[config.mk]
export PLATFORM = sky130hd
export DESIGN_NAME = aes_mode_ctrl_flat
export DESIGN_NICKNAME = d
export VERILOG_FILES = /design/src/rtl/aes_mode_ctrl_if.sv /design/src/rtl/aes_mode_ctrl.sv /design/src/flat_wrapper.sv
export SDC_FILE = /design/constraint.sdc
export NUM_CORES = 2
export LEC_CHECK = 0
export ABC_AREA = 1
export CORE_AREA = 4 4 358 360
export DETAILED_ROUTE_END_ITERATION = 8
export DIE_AREA = 0 0 362 364
export PLACE_DENSITY = 0.47
export SETUP_SLACK_MARGIN = 0.15
export SLEW_MARGIN = 20
export SYNTH_ARGS = -nofsm -noshare
export SYNTH_HDL_FRONTEND = slang
export SYNTH_SLANG_ARGS = --single-unit
[constraint.sdc]
create_clock -name clk -period 3.55 [get_ports clk]
set_clock_uncertainty 0.2 [all_clocks]
set_input_delay 0.71 -clock clk [delete_from_list [all_inputs] [get_ports clk]]
set_output_delay 0.71 -clock clk [all_outputs]
set_load 0.005 [all_outputs]
[src/rtl/aes_mode_ctrl_if.sv]
`default_nettype none
// ============================================================================
// Module      : aes_mode_ctrl_if
// Description : Bundle of the configuration, block-stream and AES-core
//               handshake signals of the cipher mode controller.
//               master = surrounding system (source, sink and core),
//               slave  = aes_mode_ctrl.
// Revision    : 1.0 - initial release
// ============================================================================
interface aes_mode_ctrl_if #(
    parameter int K  = 128,
    parameter int NW = 16
);
    // configuration
    logic           cfg_load;
    logic [K-1:0]   cfg_key;
    logic [127:0]   cfg_iv;
    logic [1:0]     cfg_mode;
    logic           cfg_dir;
    logic           cfg_valid;
    logic           cfg_err;
    // input block stream
    logic           in_valid;
    logic           in_ready;
    logic [127:0]   in_data;
    // output block stream
    logic           out_valid;
    logic           out_ready;
    logic [127:0]   out_data;
    logic [NW-1:0]  blk_count;
    // single-block AES core
    logic           core_load;
    logic [K-1:0]   core_key;
    logic [127:0]   core_in;
    logic           core_dir;
    logic           core_done;
    logic [127:0]   core_out;

    modport master (
        output cfg_load, cfg_key, cfg_iv, cfg_mode, cfg_dir,
        output in_valid, in_data, out_ready, core_done, core_out,
        input  cfg_valid, cfg_err, in_ready, out_valid, out_data, blk_count,
        input  core_load, core_key, core_in, core_dir
    );

    modport slave (
        input  cfg_load, cfg_key, cfg_iv, cfg_mode, cfg_dir,
        input  in_valid, in_data, out_ready, core_done, core_out,
        output cfg_valid, cfg_err, in_ready, out_valid, out_data, blk_count,
        output core_load, core_key, core_in, core_dir
    );
endinterface
`default_nettype wire

[src/rtl/aes_mode_ctrl.sv]
`default_nettype none
// ============================================================================
// Module      : aes_mode_ctrl
// Description : Streaming ECB/CBC/CTR mode controller in front of a
//               single-block AES core. One block in flight at a time:
//               IDLE -> LOAD -> WAIT (core busy) -> HOLD (output held).
// Revision    : 1.0 - initial release
// ============================================================================
module aes_mode_ctrl #(
    parameter int K   = 128,
    parameter int INV = 2,
    parameter int CW  = 32,
    parameter int NW  = 16
) (
    input  wire logic       clk,
    input  wire logic       reset,
    aes_mode_ctrl_if.slave  bus
);

    localparam logic [1:0] c_ST_IDLE  = 2'd0;
    localparam logic [1:0] c_ST_LOAD  = 2'd1;
    localparam logic [1:0] c_ST_WAIT  = 2'd2;
    localparam logic [1:0] c_ST_HOLD  = 2'd3;

    localparam logic [1:0] c_MODE_CBC = 2'd1;
    localparam logic [1:0] c_MODE_CTR = 2'd2;
    localparam logic [1:0] c_MODE_RSV = 2'd3;

    // direction used when the core can only run one way
    localparam logic c_FIXED_DIR = (INV == 1);

    // illegal parameter values stop elaboration
    generate
        if (!(K == 128 || K == 192 || K == 256)) begin : g_bad_k
            $error("aes_mode_ctrl: K must be 128, 192 or 256");
        end
        if (INV < 0 || INV > 2) begin : g_bad_inv
            $error("aes_mode_ctrl: INV must be 0, 1 or 2");
        end
        if (CW < 8 || CW > 128) begin : g_bad_cw
            $error("aes_mode_ctrl: CW must be within 8..128");
        end
    endgenerate

    logic [1:0]    r_state, w_state_next;
    logic          r_cfg_valid, r_cfg_err, r_out_valid, r_core_dir;
    logic [1:0]    r_mode;
    logic [K-1:0]  r_key;
    logic [127:0]  r_chain, r_in, r_core_in, r_out_data;
    logic [NW-1:0] r_blk_count;

    logic          w_in_ready, w_core_load, w_accept, w_cfg_reject, w_eff_dir;
    logic [127:0]  w_ctr_next, w_core_in_next, w_out_next, w_chain_next;

    assign w_eff_dir    = (INV == 2) ? bus.cfg_dir : c_FIXED_DIR;
    assign w_cfg_reject = (bus.cfg_mode == c_MODE_RSV) ||
                          ((bus.cfg_mode == c_MODE_CTR) && (INV == 1));
    assign w_accept     = bus.in_valid && w_in_ready;

    // counter step touches only the low CW bits; upper bits pass through
    generate
        if (CW == 128) begin : g_ctr_full
            assign w_ctr_next = r_chain + 128'd1;
        end else begin : g_ctr_part
            assign w_ctr_next = {r_chain[127:CW], r_chain[CW-1:0] + CW'(1)};
        end
    endgenerate

    // state register
    always_ff @(posedge clk) begin
        if (reset) begin
            r_state <= c_ST_IDLE;
        end else begin
            r_state <= w_state_next;
        end
    end

    // next-state logic
    always_comb begin
        w_state_next = r_state;
        case (r_state)
            c_ST_IDLE: if (w_accept)      w_state_next = c_ST_LOAD;
            c_ST_LOAD:                    w_state_next = c_ST_WAIT;
            c_ST_WAIT: if (bus.core_done) w_state_next = c_ST_HOLD;
            c_ST_HOLD: if (bus.out_ready) w_state_next = c_ST_IDLE;
            default:                      w_state_next = c_ST_IDLE;
        endcase
    end

    // state-decoded outputs; a cfg_load in the same cycle blocks the input
    always_comb begin
        w_in_ready  = 1'b0;
        w_core_load = 1'b0;
        case (r_state)
            c_ST_IDLE: w_in_ready  = r_cfg_valid && !bus.cfg_load;
            c_ST_LOAD: w_core_load = 1'b1;
            default:   ;
        endcase
    end

    // mode chaining: core input at acceptance, result and next chain on done
    always_comb begin
        w_core_in_next = bus.in_data;
        w_out_next     = bus.core_out;
        w_chain_next   = r_chain;
        case (r_mode)
            c_MODE_CBC: begin
                if (!r_core_dir) begin
                    w_core_in_next = bus.in_data ^ r_chain;
                    w_chain_next   = bus.core_out;
                end else begin
                    w_out_next     = bus.core_out ^ r_chain;
                    w_chain_next   = r_in;
                end
            end
            c_MODE_CTR: begin
                w_core_in_next = r_chain;
                w_out_next     = r_in ^ bus.core_out;
                w_chain_next   = w_ctr_next;
            end
            default: ;
        endcase
    end

    // configuration, datapath and block counter registers
    always_ff @(posedge clk) begin
        if (reset) begin
            r_cfg_valid <= 1'b0;
            r_cfg_err   <= 1'b0;
            r_out_valid <= 1'b0;
            r_core_dir  <= 1'b0;
            r_mode      <= 2'd0;
            r_key       <= '0;
            r_chain     <= '0;
            r_in        <= '0;
            r_core_in   <= '0;
            r_out_data  <= '0;
            r_blk_count <= '0;
        end else begin
            case (r_state)
                c_ST_IDLE: begin
                    if (bus.cfg_load) begin
                        r_key       <= bus.cfg_key;
                        r_chain     <= bus.cfg_iv;
                        r_mode      <= bus.cfg_mode;
                        r_core_dir  <= (bus.cfg_mode == c_MODE_CTR) ? 1'b0 : w_eff_dir;
                        r_blk_count <= '0;
                        r_cfg_valid <= !w_cfg_reject;
                        r_cfg_err   <= w_cfg_reject;
                    end else if (w_accept) begin
                        r_in      <= bus.in_data;
                        r_core_in <= w_core_in_next;
                    end
                end
                c_ST_WAIT: begin
                    if (bus.core_done) begin
                        r_out_data  <= w_out_next;
                        r_chain     <= w_chain_next;
                        r_out_valid <= 1'b1;
                    end
                end
                c_ST_HOLD: begin
                    if (bus.out_ready) begin
                        r_out_valid <= 1'b0;
                        r_blk_count <= r_blk_count + NW'(1);
                    end
                end
                default: ;
            endcase
        end
    end

    assign bus.cfg_valid = r_cfg_valid;
    assign bus.cfg_err   = r_cfg_err;
    assign bus.in_ready  = w_in_ready;
    assign bus.out_valid = r_out_valid;
    assign bus.out_data  = r_out_data;
    assign bus.blk_count = r_blk_count;
    assign bus.core_load = w_core_load;
    assign bus.core_key  = r_key;
    assign bus.core_in   = r_core_in;
    assign bus.core_dir  = r_core_dir;

endmodule
`default_nettype wire

[src/flat_wrapper.sv]
// flat-port wrapper written by rule: the top's interface ports become plain ports
module aes_mode_ctrl_flat 
#(
    parameter int K   = 128,
    parameter int INV = 2,
    parameter int CW  = 32,
    parameter int NW  = 16
)
  (clk, reset, bus_cfg_load, bus_cfg_key, bus_cfg_iv, bus_cfg_mode, bus_cfg_dir, bus_in_valid, bus_in_data, bus_out_ready, bus_core_done, bus_core_out, bus_cfg_valid, bus_cfg_err, bus_in_ready, bus_out_valid, bus_out_data, bus_blk_count, bus_core_load, bus_core_key, bus_core_in, bus_core_dir);
  aes_mode_ctrl_if #(.K(K), .NW(NW)) bus_i ();
  input  wire logic clk;
  input  wire logic reset;
  input wire logic [$bits(bus_i.cfg_load)-1:0] bus_cfg_load;
  input wire logic [$bits(bus_i.cfg_key)-1:0] bus_cfg_key;
  input wire logic [$bits(bus_i.cfg_iv)-1:0] bus_cfg_iv;
  input wire logic [$bits(bus_i.cfg_mode)-1:0] bus_cfg_mode;
  input wire logic [$bits(bus_i.cfg_dir)-1:0] bus_cfg_dir;
  input wire logic [$bits(bus_i.in_valid)-1:0] bus_in_valid;
  input wire logic [$bits(bus_i.in_data)-1:0] bus_in_data;
  input wire logic [$bits(bus_i.out_ready)-1:0] bus_out_ready;
  input wire logic [$bits(bus_i.core_done)-1:0] bus_core_done;
  input wire logic [$bits(bus_i.core_out)-1:0] bus_core_out;
  output wire logic [$bits(bus_i.cfg_valid)-1:0] bus_cfg_valid;
  output wire logic [$bits(bus_i.cfg_err)-1:0] bus_cfg_err;
  output wire logic [$bits(bus_i.in_ready)-1:0] bus_in_ready;
  output wire logic [$bits(bus_i.out_valid)-1:0] bus_out_valid;
  output wire logic [$bits(bus_i.out_data)-1:0] bus_out_data;
  output wire logic [$bits(bus_i.blk_count)-1:0] bus_blk_count;
  output wire logic [$bits(bus_i.core_load)-1:0] bus_core_load;
  output wire logic [$bits(bus_i.core_key)-1:0] bus_core_key;
  output wire logic [$bits(bus_i.core_in)-1:0] bus_core_in;
  output wire logic [$bits(bus_i.core_dir)-1:0] bus_core_dir;
  assign bus_i.cfg_load = bus_cfg_load;
  assign bus_i.cfg_key = bus_cfg_key;
  assign bus_i.cfg_iv = bus_cfg_iv;
  assign bus_i.cfg_mode = bus_cfg_mode;
  assign bus_i.cfg_dir = bus_cfg_dir;
  assign bus_i.in_valid = bus_in_valid;
  assign bus_i.in_data = bus_in_data;
  assign bus_i.out_ready = bus_out_ready;
  assign bus_i.core_done = bus_core_done;
  assign bus_i.core_out = bus_core_out;
  assign bus_cfg_valid = bus_i.cfg_valid;
  assign bus_cfg_err = bus_i.cfg_err;
  assign bus_in_ready = bus_i.in_ready;
  assign bus_out_valid = bus_i.out_valid;
  assign bus_out_data = bus_i.out_data;
  assign bus_blk_count = bus_i.blk_count;
  assign bus_core_load = bus_i.core_load;
  assign bus_core_key = bus_i.core_key;
  assign bus_core_in = bus_i.core_in;
  assign bus_core_dir = bus_i.core_dir;
  aes_mode_ctrl #(.K(K), .INV(INV), .CW(CW), .NW(NW)) u_core (.clk(clk), .reset(reset), .bus(bus_i));
endmodule
# Word-level counts from Yosys, hierarchy flattened
# Cells that the tools add are included.
# W data, S select, Z words.
[classes]
n_addsub = 2
eq_ne = 14
mux = 22
bitwise_logic = 4
reduce_logical = 16
[ops]
columns = ["operator", "n"]
rows = [
  ["$pmux W128 S2", 4],
  ["$mux W128", 5],
  ["$xor A128 B128 Y128", 3],
  ["$add A32 B1 Y32 const B", 1],
  ["$mux W16", 2],
  ["$pmux W16 S2", 1],
  ["$add A16 B1 Y16 const B", 1],
  ["$reduce_and A3 Y1", 4],
  ["$eq A2 B2 Y1 const B", 5],
  ["$ne A2 B2 Y1 const B", 5],
  ["$pmux W2 S4", 1],
  ["$mux W2", 3],
  ["$reduce_bool A2 Y1", 3],
  ["$mux W1", 5],
  ["$reduce_and A5 Y1", 1],
  ["$eq A2 B1 Y1 const B", 2],
  ["$reduce_and A2 Y1", 2],
  ["$reduce_and A4 Y1", 1],
  ["$ne A3 B3 Y1 const B", 1],
  ["$logic_and A1 B1 Y1", 2],
  ["$logic_not A1 Y1", 2],
  ["$logic_not A2 Y1", 1],
  ["$ne A2 B1 Y1 const B", 1],
  ["$pmux W1 S2", 1],
  ["$not A1 Y1", 1],
]
[word_totals]
regBits = 664
out_inout_bits = 406
elab_cells = 71

# Longest topological paths before layout
[logic_depth]
word_depth = 6
mapped_depth = 13
mapped_depth_nobuf = 12

# Least setup slack after synthesis
# No wires, ideal clock.
[synth_path]
kind = "input to register"
from = "input port bus_cfg_load"
to = "register u_core.r_core_in[107], in the netlist u_core.bus.core_in[107]"
t_arrival_ns = 1.671
path_slack_ns = 1.569
path_stages = 11
path_cell_list = "inv_1 > nand2_1 > nor2_2 > nand2_2 > buf_2 > buf_6 > buf_2 > nand2_1 > nand3_1 > nand2_1 > inv_1"
[synth_between]
elab_chain_len = 5
word_cells_on_any_way = 6
classes_between = "1 x mux; 1 x bitwise; 4 x reduce/logical"
[synth_lines]
columns = ["item", "line", "rtl"]
rows = [
  ["start: declaration", "flat_wrapper.sv:13", "input wire logic [$bits(bus_i.cfg_load)-1:0] bus_cfg_load;"],
  ["$logic_not A1 Y1", "aes_mode_ctrl.sv:95", "c_ST_IDLE: w_in_ready = r_cfg_valid && !bus.cfg_load;"],
  ["$logic_and A1 B1 Y1", "aes_mode_ctrl.sv:95", ""],
  ["$mux W1", "aes_mode_ctrl.sv:94", "case (r_state)"],
  ["via bus_in_ready", "flat_wrapper.sv:25", "output wire logic [$bits(bus_i.in_ready)-1:0] bus_in_ready;"],
  ["$logic_and A1 B1 Y1", "aes_mode_ctrl.sv:58", "assign w_accept = bus.in_valid && w_in_ready;"],
  ["$reduce_and A3 Y1 (no source line)", "-", ""],
  ["end signal: assignment", "aes_mode_ctrl.sv:152", "r_core_in <= w_core_in_next;"],
  ["end: declaration", "aes_mode_ctrl.sv:49", "logic [127:0] r_chain, r_in, r_core_in, r_out_data;"],
]
# The timed path passes the listed nets, and every way through them passes these cells.
# A chain may end at the register's enable or synchronous reset.

# Final worst setup path
[layout_path]
from = "register u_core.r_state[0]"
to = "output port bus_in_ready"
[layout_between]
elab_chain_len = 2
[layout_lines]
columns = ["item", "line", "rtl"]
rows = [
  ["start: declaration", "aes_mode_ctrl.sv:45", "logic [1:0] r_state, w_state_next;"],
  ["start signal: assignment", "aes_mode_ctrl.sv:72", "r_state <= c_ST_IDLE;"],
  ["start signal: assignment", "aes_mode_ctrl.sv:74", "r_state <= w_state_next;"],
  ["$logic_not A2 Y1", "aes_mode_ctrl.sv:94", ""],
  ["$mux W1", "aes_mode_ctrl.sv:94", ""],
  ["end: declaration", "flat_wrapper.sv:25", ""],
]
# No other way between the ends.

==> run_results.csv <==
group,metric,value,unit
drt,vias,40700,
sta,max-slew-margin-rel,34.3,%
drt,first_pass_iters,9,
synth,synthMostInstantiatedCell,"o21ai_0",
clocking,cts.sinks,664,
synth,synth_top_flop_cell,"dfxtp_1",
worst_setup_path,rr_startpoint,"u_core.r_mode[1]$_SDFFE_PP0P_",
global_routing,grt_max_degree,157,
finish,drive_gt1_share,4.45,%
worst_setup_path,start_kind,"flop",
drt,drtAntennaViolNets,0,
sta,fin_crit_sh,89.2,%
synth,ys_types,36,
status,violations,"DRC",
die,dieArea,132000,um^2
clocking,ctsHoldBuffers,0,
synth,yosys-top-cells-area,"dfxtp_1 (38%), o21ai_0 (12%), a21oi_1 (10%), nand2_1 (8.2%), nor2_1 (5.5%)",
sta,fin_setup_tns,0,ps
clocking,cts_max_level,3,
worst_setup_path,cp.arrival,2260,ps
global_routing,grt_pass1_vias,37400,
flow_run,maxCapViolCount,0,
worst_setup_path,worstPathMaxFanout,5,
synth,ys.warnings.count,0,
clocking,path_clk_slew,60,ps
synth,synth-edff-count,0,
global_routing,grt-ovfl-total,0,
synth,yosysTopAreaCell,"dfxtp_1",
die,initial_core_util,27.9,%
min_path,min_path_type,"primary input to flop",
synth,ys_seq_area_share,38.0,%
min_path,holdPathStages,2,
sta,rsz0062_at_grt,"false",
global_routing,grt_pass1_wl,268000,um
finish,layout.nets,6366,
power_and_ir_drop,max-vdd-ir-drop,0.591,mV
global_routing,gr-usage-all-layers,26.8,%
drt,drt-initial-drc-count,4127,
die,die_y,364,um
drt,viasPerCell,5.36,
drt,wl,187000,um
worst_setup_path,worstSetupStartpoint,"u_core.r_state[0]$_SDFFE_PP0P_",
placement,placedInstanceArea,45400,um^2
synth,netlist_instances,5206,
synth,avgSynthCellArea,6.71,um^2
finish,stdcell_area,48300,um^2
die,die-width,362,um
clocking,clk_latency,670,ps
synth,syn_area,35000,um^2
worst_setup_path,required,2640,ps
synth,synthArstFlopShare,0,%
sta,setup_violations,0,
power_and_ir_drop,power_leakage,0.0180,uW
clocking,cts_tree,"done",
synth,synth_nets,5735,
sta,fmax,0.316,GHz
clocking,post_cts_buffers,0,
power_and_ir_drop,p_per_area,677,nW/um^2
worst_setup_path,cp-end-kind,"primary output",
sta,finalHoldViolCount,0,
die,core,125000,um^2
clocking,cts_resized,0,
drt,wl_per_cell,24.6,um
global_routing,grt_antenna_before_repair,53,
power_and_ir_drop,power,32700,uW
sta,fin_crit,3170,ps
min_path,hp-start,"reset",
sta,worst_pin_slew,985,ps
placement,post-dp-hpwl,126000,um
clocking,cts-buffers-inserted,86,
synth,synth_common_cells,"o21ai_0 (841), nand2_1 (763), a21oi_1 (699), dfxtp_1 (664), nor2_1 (515)",
placement,numPortBuffers,926,
finish,fillCellCount,13200,
worst_setup_path,rr_worst_depth,10,
drt,drcViolationCount,2,
placement,gp_congestion,0.887,
clocking,clk_path_buf_depth,3,
die,rows,130,
synth,synth_top_area_share,38.0,%
finish,area_delta_synth_final,38.2,%
die,io_pins,927,
worst_setup_path,path_class,"flop to primary output",
synth,yosys_register_bits,664,
clocking,cts_root_buffer,"clkbuf_16",
status,outcome,"complete, but fails checks",
sta,maxSlewViolCount,0,
-- metrics by stage --
stage | utilization, % | cells | worst slack [ps] | hold slack [ps]
3_3_place_gp | 36.3 | 7399 | 347 | 251
2_1_floorplan | - | 5206 | 1570 | 251
3_5_place_dp | 36.3 | 7399 | 300 | 255
6_report | 38.6 | 7583 | 384 | 136
4_1_cts | 38.5 | 7554 | 166 | 90.7
5_1_grt | 38.6 | 7567 | 203 | 116
-- metal layers --
layer	up-vias	part of all wire [%]	wire length, um	track usage, %
met5	-	0.13	236	0
met4	38	2.6	4790	7.87
met3	252	9.4	17600	7.49
met2	1820	46	85900	43.5
met1	19300	42	78300	34.6
li1	19300	-	-	-
-- state kept, by name, indices dropped and copies added (netlist names) --
name / cells
u_core.bus.core_in: 128
u_core.bus.core_key: 128
u_core.bus.out_data: 128
u_core.r_chain: 128
u_core.r_in: 128
u_core.bus.blk_count: 16
u_core.r_mode: 2
u_core.r_state: 2
u_core.bus.cfg_err: 1
u_core.bus.cfg_valid: 1
u_core.bus.core_dir: 1
u_core.bus.out_valid: 1
-- where the power goes --
group          total (uW)  switching (uW)  internal (uW)
sequential          10600            1650           8950
clock                8910            3770           5150
combinational       13200            8650           4520
total               32700           14100          18600
-- path summary, 6_finish.rpt --
| check | to | slack [ps] |
|---|---|---|
| worst min register to register | u_core.bus.out_data[20]$_SDFFE_PP0P_ | 260 |
| worst max-delay path | bus_in_ready | 380 |
| worst max register to register | u_core.bus.core_in[127]$_SDFFE_PP0P_ | 830 |
| worst min-delay path | u_core.bus.out_valid$_SDFFE_PP0P_ | 140 |
-- logic make-up (layout without fill, tap and decap cells) --
family,count (synthesis),after routing,share of synthesized area (%)
AO/OA/AOI/OAI,1945,1945,30.4
adder cells (fa/ha/maj),8,8,0.286
buffers and inverters,826,1524,10.1
flip-flops,664,664,38.0
other,0,29,0
AND/OR/NAND/NOR,1763,1763,21.2
-- critical path, cell delays in order, from the launching register on --
cell and delay (ps):
dfxtp_1 320, inv_1 140, ha_2 280, nand2_1 120
nor2_4 160, clkdlybuf4s50_1 580
-- layout make-up --
| cell class | count | area, um^2 | area share (%) |
|---|---|---|---|
| multi-input combinational | 3716 | 18200 | 37.7 |
| sequential | 664 | 13300 | 27.5 |
| timing repair buffer | 1010 | 10400 | 21.6 |
| clock buffer | 134 | 2570 | 5.33 |
| tap | 1650 | 2060 | 4.28 |
| inverter | 359 | 1400 | 2.89 |
| clock inverter | 21 | 235 | 0.487 |
| antenna | 29 | 72.6 | 0.150 |
-- layout by cell type, fill, tap and decap left out, types with 10 or more instances in the layout --
cell type / instances
clkdlybuf4s50_1: 925
o21ai_0: 841
nand2_1: 762
a21oi_1: 699
dfxtp_1: 663
nor2_1: 515
inv_1: 348
nand3_1: 346
a31oi_1: 118
o211ai_1: 115
nand4_1: 112
o221ai_1: 92
clkbuf_16: 88
o21ai_1: 50
buf_12: 42
buf_4: 42
diode_2: 29
clkbuf_1: 26
clkbuf_8: 20
a31o_2: 12
clkinv_2: 10
Power figures use the tool's default switching activity.
